===== src/rtl/cdb_arbiter.sv =====
// Round-robin arbiter sharing the common data bus between NUM_FU completion streams, with a
// one-entry output register and mispredict squash by ROB age. Optional counters: CDB_STATS_EN.
module cdb_arbiter #(
  parameter int unsigned NUM_FU       = 3,
  parameter int unsigned GPR_SIZE     = 64,
  parameter int unsigned ROB_IDX_SIZE = 4
) (
  input  logic                                 in_clk,
  input  logic                                 in_rst,
  input  logic [NUM_FU-1:0]                    in_fu_valid,
  input  logic [NUM_FU-1:0][GPR_SIZE-1:0]      in_fu_value,
  input  logic [NUM_FU-1:0][ROB_IDX_SIZE-1:0]  in_fu_rob_idx,
  input  logic [NUM_FU-1:0]                    in_fu_set_nzcv,
  input  logic [NUM_FU-1:0][3:0]               in_fu_nzcv,
  output logic [NUM_FU-1:0]                    out_fu_ready,
  input  logic                                 in_rob_ready,
  input  logic [ROB_IDX_SIZE-1:0]              in_rob_head_idx,
  input  logic                                 in_mispred,
  input  logic [ROB_IDX_SIZE-1:0]              in_mispred_rob_idx,
`ifdef CDB_STATS_EN
  output logic [NUM_FU-1:0][31:0]              out_stall_cnt,
  output logic [31:0]                          out_squash_cnt,
`endif
  output logic                                 out_cdb_valid,
  output logic [GPR_SIZE-1:0]                  out_cdb_value,
  output logic [ROB_IDX_SIZE-1:0]              out_cdb_rob_idx,
  output logic                                 out_cdb_set_nzcv,
  output logic [3:0]                           out_cdb_nzcv
);

  localparam int unsigned PtrW = (NUM_FU > 1) ? $clog2(NUM_FU) : 1;

  logic [PtrW-1:0]         rr_ptr_q, rr_ptr_d;
  logic                    valid_q, valid_d;
  logic [GPR_SIZE-1:0]     value_q, value_d;
  logic [ROB_IDX_SIZE-1:0] rob_idx_q, rob_idx_d;
  logic                    set_nzcv_q, set_nzcv_d;
  logic [3:0]              nzcv_q, nzcv_d;

  logic            can_accept, accept, found, squash;
  logic [PtrW-1:0] winner;

  // Distance from the ROB head; larger means younger.
  function automatic logic [ROB_IDX_SIZE-1:0] age(input logic [ROB_IDX_SIZE-1:0] x,
                                                  input logic [ROB_IDX_SIZE-1:0] head);
    return x - head;
  endfunction

  function automatic logic younger(input logic [ROB_IDX_SIZE-1:0] x,
                                   input logic [ROB_IDX_SIZE-1:0] branch,
                                   input logic [ROB_IDX_SIZE-1:0] head);
    return age(x, head) > age(branch, head);
  endfunction

  assign can_accept = !valid_q || in_rob_ready;

  always_comb begin
    logic [PtrW-1:0] idx;
    out_fu_ready = '0;
    winner       = '0;
    found        = 1'b0;
    idx          = '0;
    for (int unsigned k = 0; k < NUM_FU; k++) begin
      idx = PtrW'((32'(rr_ptr_q) + k) % NUM_FU);
      if (!found && in_fu_valid[idx]) begin
        found  = 1'b1;
        winner = idx;
      end
    end
    if (can_accept && found) out_fu_ready[winner] = 1'b1;
  end

  assign accept = can_accept && found;

  always_comb begin
    rr_ptr_d   = rr_ptr_q;
    valid_d    = valid_q;
    value_d    = value_q;
    rob_idx_d  = rob_idx_q;
    set_nzcv_d = set_nzcv_q;
    nzcv_d     = nzcv_q;
    squash     = 1'b0;
    if (accept) begin
      value_d    = in_fu_value[winner];
      rob_idx_d  = in_fu_rob_idx[winner];
      set_nzcv_d = in_fu_set_nzcv[winner];
      nzcv_d     = in_fu_nzcv[winner];
      valid_d    = 1'b1;
      rr_ptr_d   = (winner == PtrW'(NUM_FU - 1)) ? '0 : winner + PtrW'(1);
      // Wrong-path winner still gets its grant so the FU is released, but is dropped here.
      if (in_mispred && younger(in_fu_rob_idx[winner], in_mispred_rob_idx, in_rob_head_idx)) begin
        valid_d = 1'b0;
        squash  = 1'b1;
      end
    end else if (valid_q && in_rob_ready) begin
      valid_d = 1'b0;
    end else if (valid_q && in_mispred &&
                 younger(rob_idx_q, in_mispred_rob_idx, in_rob_head_idx)) begin
      valid_d = 1'b0;
      squash  = 1'b1;
    end
  end

  always_ff @(posedge in_clk or negedge in_rst) begin
    if (!in_rst) begin
      rr_ptr_q   <= '0;
      valid_q    <= 1'b0;
      value_q    <= '0;
      rob_idx_q  <= '0;
      set_nzcv_q <= 1'b0;
      nzcv_q     <= '0;
    end else begin
      rr_ptr_q   <= rr_ptr_d;
      valid_q    <= valid_d;
      value_q    <= value_d;
      rob_idx_q  <= rob_idx_d;
      set_nzcv_q <= set_nzcv_d;
      nzcv_q     <= nzcv_d;
    end
  end

  assign out_cdb_valid    = valid_q;
  assign out_cdb_value    = value_q;
  assign out_cdb_rob_idx  = rob_idx_q;
  assign out_cdb_set_nzcv = set_nzcv_q;
  assign out_cdb_nzcv     = nzcv_q;

`ifdef CDB_STATS_EN
  always_ff @(posedge in_clk or negedge in_rst) begin
    if (!in_rst) begin
      out_stall_cnt  <= '0;
      out_squash_cnt <= '0;
    end else begin
      for (int unsigned i = 0; i < NUM_FU; i++) begin
        if (in_fu_valid[i] && !out_fu_ready[i] && out_stall_cnt[i] != 32'hFFFF_FFFF) begin
          out_stall_cnt[i] <= out_stall_cnt[i] + 32'd1;
        end
      end
      if (squash && out_squash_cnt != 32'hFFFF_FFFF) out_squash_cnt <= out_squash_cnt + 32'd1;
    end
  end
`else
  logic unused_squash;
  assign unused_squash = squash;
`endif

endmodule


===== config.mk =====
export PLATFORM = sky130hd
export DESIGN_NAME = cdb_arbiter
export DESIGN_NICKNAME = d
export VERILOG_FILES = /design/src/rtl/cdb_arbiter.sv
export SDC_FILE = /design/constraint.sdc
export NUM_CORES = 1
export LEC_CHECK = 0
export BUFFER_PORTS_ARGS = -buffer_cell sky130_fd_sc_hd__buf_2
export CAP_MARGIN = 20
export CORE_UTILIZATION = 35
export CTS_CLUSTER_DIAMETER = 60
export CTS_CLUSTER_SIZE = 25
export DETAILED_ROUTE_END_ITERATION = 7
export PLACE_DENSITY = 0.68
export SLEW_MARGIN = 20
export SYNTH_ARGS = -nofsm -noshare
export SYNTH_HDL_FRONTEND = slang
export SYNTH_SLANG_ARGS = --single-unit

===== constraint.sdc =====
create_clock -name in_clk -period 11.5 [get_ports in_clk]
set_clock_uncertainty 0.15 [all_clocks]
set_input_delay 1.15 -clock in_clk [delete_from_list [all_inputs] [get_ports in_clk]]
set_output_delay 1.15 -clock in_clk [all_outputs]
set_load 0.01 [all_outputs]

==> metrics.csv <==
stage;metric;value;unit
synth;synth.yosys.seq_area_share;37.61;%
setup_path;critPathRequiredTime;11.60;ns
power_and_ir_drop;p_comb_share;65.9;%
clocking;ctsResizeCount;0;
place;io_buffers;310;
clocking;cts_tree;built;
sta;fin_crit;4.881;ns
die;core.rowCount;43;
power_and_ir_drop;clock_power_share;11.6;%
drt;drt_wl_total;15.32;mm
layout;nets;1087;
min_path;hold_path.class;register to register;
setup_path;path_max_fanout;36;
clocking;clk_pin_slew;0.06;ns
setup_path;critPathBufInv;2;
power_and_ir_drop;switching_share;47.00;%
layout;fillers;1415;
setup_path;worst_path_most_repeated_cell;ha_1;
min_path;worstHoldPathCells;2;
layout;area_delta_synth_final;37.34;%
synth;synth-edff-count;0;
die;die-width;122.2;um
synth;synth-warning-count;0;
setup_path;r2r-start;rr_ptr_q[1]$_DFFE_PN0P_;
power_and_ir_drop;seqPwrFrac;22.5;%
grt;grt_use_total;20.38;%
drt;drtIter0Drc;257;
drt;vias;5178;
setup_path;ff2ff_setup_slack;6.62;ns
die;die_y;122.2;um
clocking;clock_latency;0.33;ns
place;gp_congestion;0.8119;
layout;multiInputGateArea;0.002902;mm^2
grt;grt_pass1_wl;23.65;mm
sta;setup-violations-final;0;
power_and_ir_drop;p_leak;3.632;nW
die;core_area;0.01399;mm^2
status;status;completed;
synth;synthArstFlopShare;100.0;%
setup_path;crit_chain;inv_1 -> ha_1 -> mux2i_1 -> mux2_4 -> nand3_2 -> nand2_4 -> mux2i_1 -> mux2_2 -> ha_1 -> fa_1 -> inv_1 -> ha_1 -> nor2b_1 -> o21a_1 -> o21a_1 -> o21ai_0 -> a21boi_0 -> o22ai_1;
sta;worst_pin_slew;0.8106;ns
drt;wl_met1;6.211;mm
place;dp_hpwl;11.27;mm
grt;grt_overflow_total;0;
sta;finalSetupTns;0;ns
drt;wl_met2;7.786;mm
layout;regArea;0.001902;mm^2
sta;final_max_slew_viol_count;0;
clocking;clockBufferDepth;2;
drt;wl_met3;1.093;mm
sta;timing.fmax;0.2049;GHz
drt;drt_pass1_iterations;5;
setup_path;worstSetupPathType;register to register;
power_and_ir_drop;power_density;314.1;mW/mm^2
grt;antenna_found_initial;1;
synth;synth_most_common_cell;nand2_1;
grt;grt_max_degree;77;
grt;first_global_vias;4869;
synth;synth_area;0.005056;mm^2
power_and_ir_drop;p_int;1.156;mW
setup_path;cp_data_arrival_time;4.98;ns
power_and_ir_drop;switchingPower;1.025;mW
synth;synth.top_cell.area_share;37.61;%
synth;yosysTopAreaCell;dfrtp_1;
synth;syn_inst;544;
min_path;min-delay-start;out_cdb_value[32]$_DFFE_PN0P_;
setup_path;crit_family;adder cells;
drt;antenna_left;0;
drt;wire_per_inst;15.13;um
clocking;clock-sinks;76;
sta;period_share;42.44;%
setup_path;slowest_stage;ha_1;
min_path;min_to;out_cdb_value[32]$_DFFE_PN0P_;
synth;synth_cell_types;49;
clocking;cts_made_buffers;9;
power_and_ir_drop;ir_worst_vdd;0.0002482;V
flow_run;maxCapViolations;0;
die;io_pins;311;
synth;synth_common_cells;nand2_1, dfrtp_1, mux2i_1;
clocking;cts_setup_buffers;0;
clocking;ctsHoldBuffers;0;
sta;final_hold_viol_count;0;
synth;synth-seq-cells;76;
drt;routed.top_layer;met4;
setup_path;timing.rr.end;out_cdb_valid$_DFFE_PN0P_;
sta;rsz0062_at_grt;false;
clocking;htreeDepth;3;
drt;vias_per_cell;5.112;
clocking;root_buffer;clkbuf_16;
setup_path;cp-start-kind;register;
sta;timing.slew.headroom;45.96;%
layout;layout-drive-gt1-share;41.11;%
setup_path;worst_path_largest_cell_delay;0.49;ns
synth;ys_dominant_reg_cell;dfrtp_1;
synth;synthTopCellsByArea;dfrtp_1, mux2i_1, o211ai_1;
setup_path;endpoint_kind;register;
power_and_ir_drop;power;2.181;mW
synth;synth_nets;802;
synth;synth_area_per_cell;9.294;um^2
setup_path;reg2reg_depth;18;
die;start_util;36.14;%
drt;drc;0;
die;dieArea;0.01493;mm^2
-- cell usage in the layout (no fill, tap or decap), types with 3 or more instances in the layout --
master | Yosys | routed
a21o_1 | 3 | 3
a21oi_1 | 11 | 11
buf_2 | 12 | 309
buf_4 | 9 | 5
clkbuf_16 | 0 | 9
clkinv_2 | 0 | 3
dfrtp_1 | 76 | 76
fa_1 | 3 | 3
ha_1 | 21 | 21
inv_1 | 16 | 16
mux2i_1 | 76 | 76
nand2_1 | 85 | 84
nand2b_1 | 9 | 8
nand3_1 | 69 | 69
nand3b_1 | 3 | 3
nand4_1 | 3 | 3
nor2_1 | 6 | 6
nor2b_1 | 5 | 4
o211ai_1 | 69 | 69
o21a_1 | 3 | 3
o21ai_0 | 6 | 6
xnor2_1 | 6 | 6
xor2_1 | 3 | 3
-- kinds of logic (layout without fill, tap and decap cells) --
logic type      after synthesis  count (layout)  synth area share (%)
fa+ha+maj                    24              24                 6.385
xor+xnor                      9               9                 1.559
flops                        76              76                 37.61
simple gates                191             191                 17.92
other cells                   0               1                     0
mux                          79              79                 15.84
compound gates              108             108                 15.34
buf+inv                      57             345                 5.345
-- how the worst max path moves through the flow --
| stage | from | to | slack (ns) | depth (start not counted) |
|---|---|---|---|---|
| floorplan | in_fu_valid[1] | out_cdb_valid$_DFFE_PN0P_ | 7.29 | 16 |
| global placement | in_fu_valid[1] | out_cdb_valid$_DFFE_PN0P_ | 6.49 | 17 |
| detailed placement | in_fu_valid[1] | out_cdb_valid$_DFFE_PN0P_ | 6.38 | 17 |
| CTS | rr_ptr_q[1]$_DFFE_PN0P_ | out_cdb_valid$_DFFE_PN0P_ | 6.59 | 18 |
| global route | rr_ptr_q[1]$_DFFE_PN0P_ | out_cdb_valid$_DFFE_PN0P_ | 6.21 | 18 |
| finish | rr_ptr_q[1]$_DFFE_PN0P_ | out_cdb_valid$_DFFE_PN0P_ | 6.62 | 18 |
-- tightest hold or removal path: cells and delay by family (launching register included) --
kind / cells / cell delay (ns)
DFF: 1 / 0.33
AOI/OAI and AO/OA: 1 / 0.07
and+or+nand+nor: 1 / 0.05
-- power groups by stage --
stage,combinational [mW],clock (mW),sequential (mW)
floorplan,1.01,0,0.551
global placement,1.43,0,0.490
detailed placement,1.45,0,0.492
finish,1.44,0.253,0.491
CTS,1.45,0.261,0.492
global route,1.59,0.270,0.510
-- stage by stage --
stage | cells | worst slack, ns | util [%] | hold WS (ns) | area (um^2)
final | 1013 | 6.619 | 49.64 | 0.3341 | 6944
after global routing | 1013 | 6.206 | 49.64 | 0.3584 | 6944
after CTS | 1012 | 6.595 | 49.60 | 0.3429 | 6938
after detailed placement | 998 | 6.378 | 47.75 | 0.3295 | 6680
after global placement | 998 | 6.489 | 47.75 | 0.3227 | 6680
after floorplan | 544 | 7.293 | - | 0.3826 | 5056
-- state kept, by name, indices dropped and copies added (netlist names) --
name              flops
out_cdb_valid         1
out_cdb_set_nzcv      1
out_cdb_rob_idx       4
out_cdb_value        64
rr_ptr_q              2
out_cdb_nzcv          4
-- layout make-up --
type | instances | share of cell area [%]
tap | 180 | 3.243
timing repair buffer | 315 | 22.97
sequential | 76 | 27.39
multi-input combinational | 411 | 41.78
clock inverter | 3 | 0.2162
antenna | 1 | 0.03604
inverter | 16 | 0.8649
clock buffer | 11 | 3.495
-- layer usage --
layer	track usage, %	vias up
li1	-	2534
met1	23.33	2416
met2	37.46	212
met3	4.588	16
met4	6.021	0
met5	0	-
(Power assumes the default switching activity.)
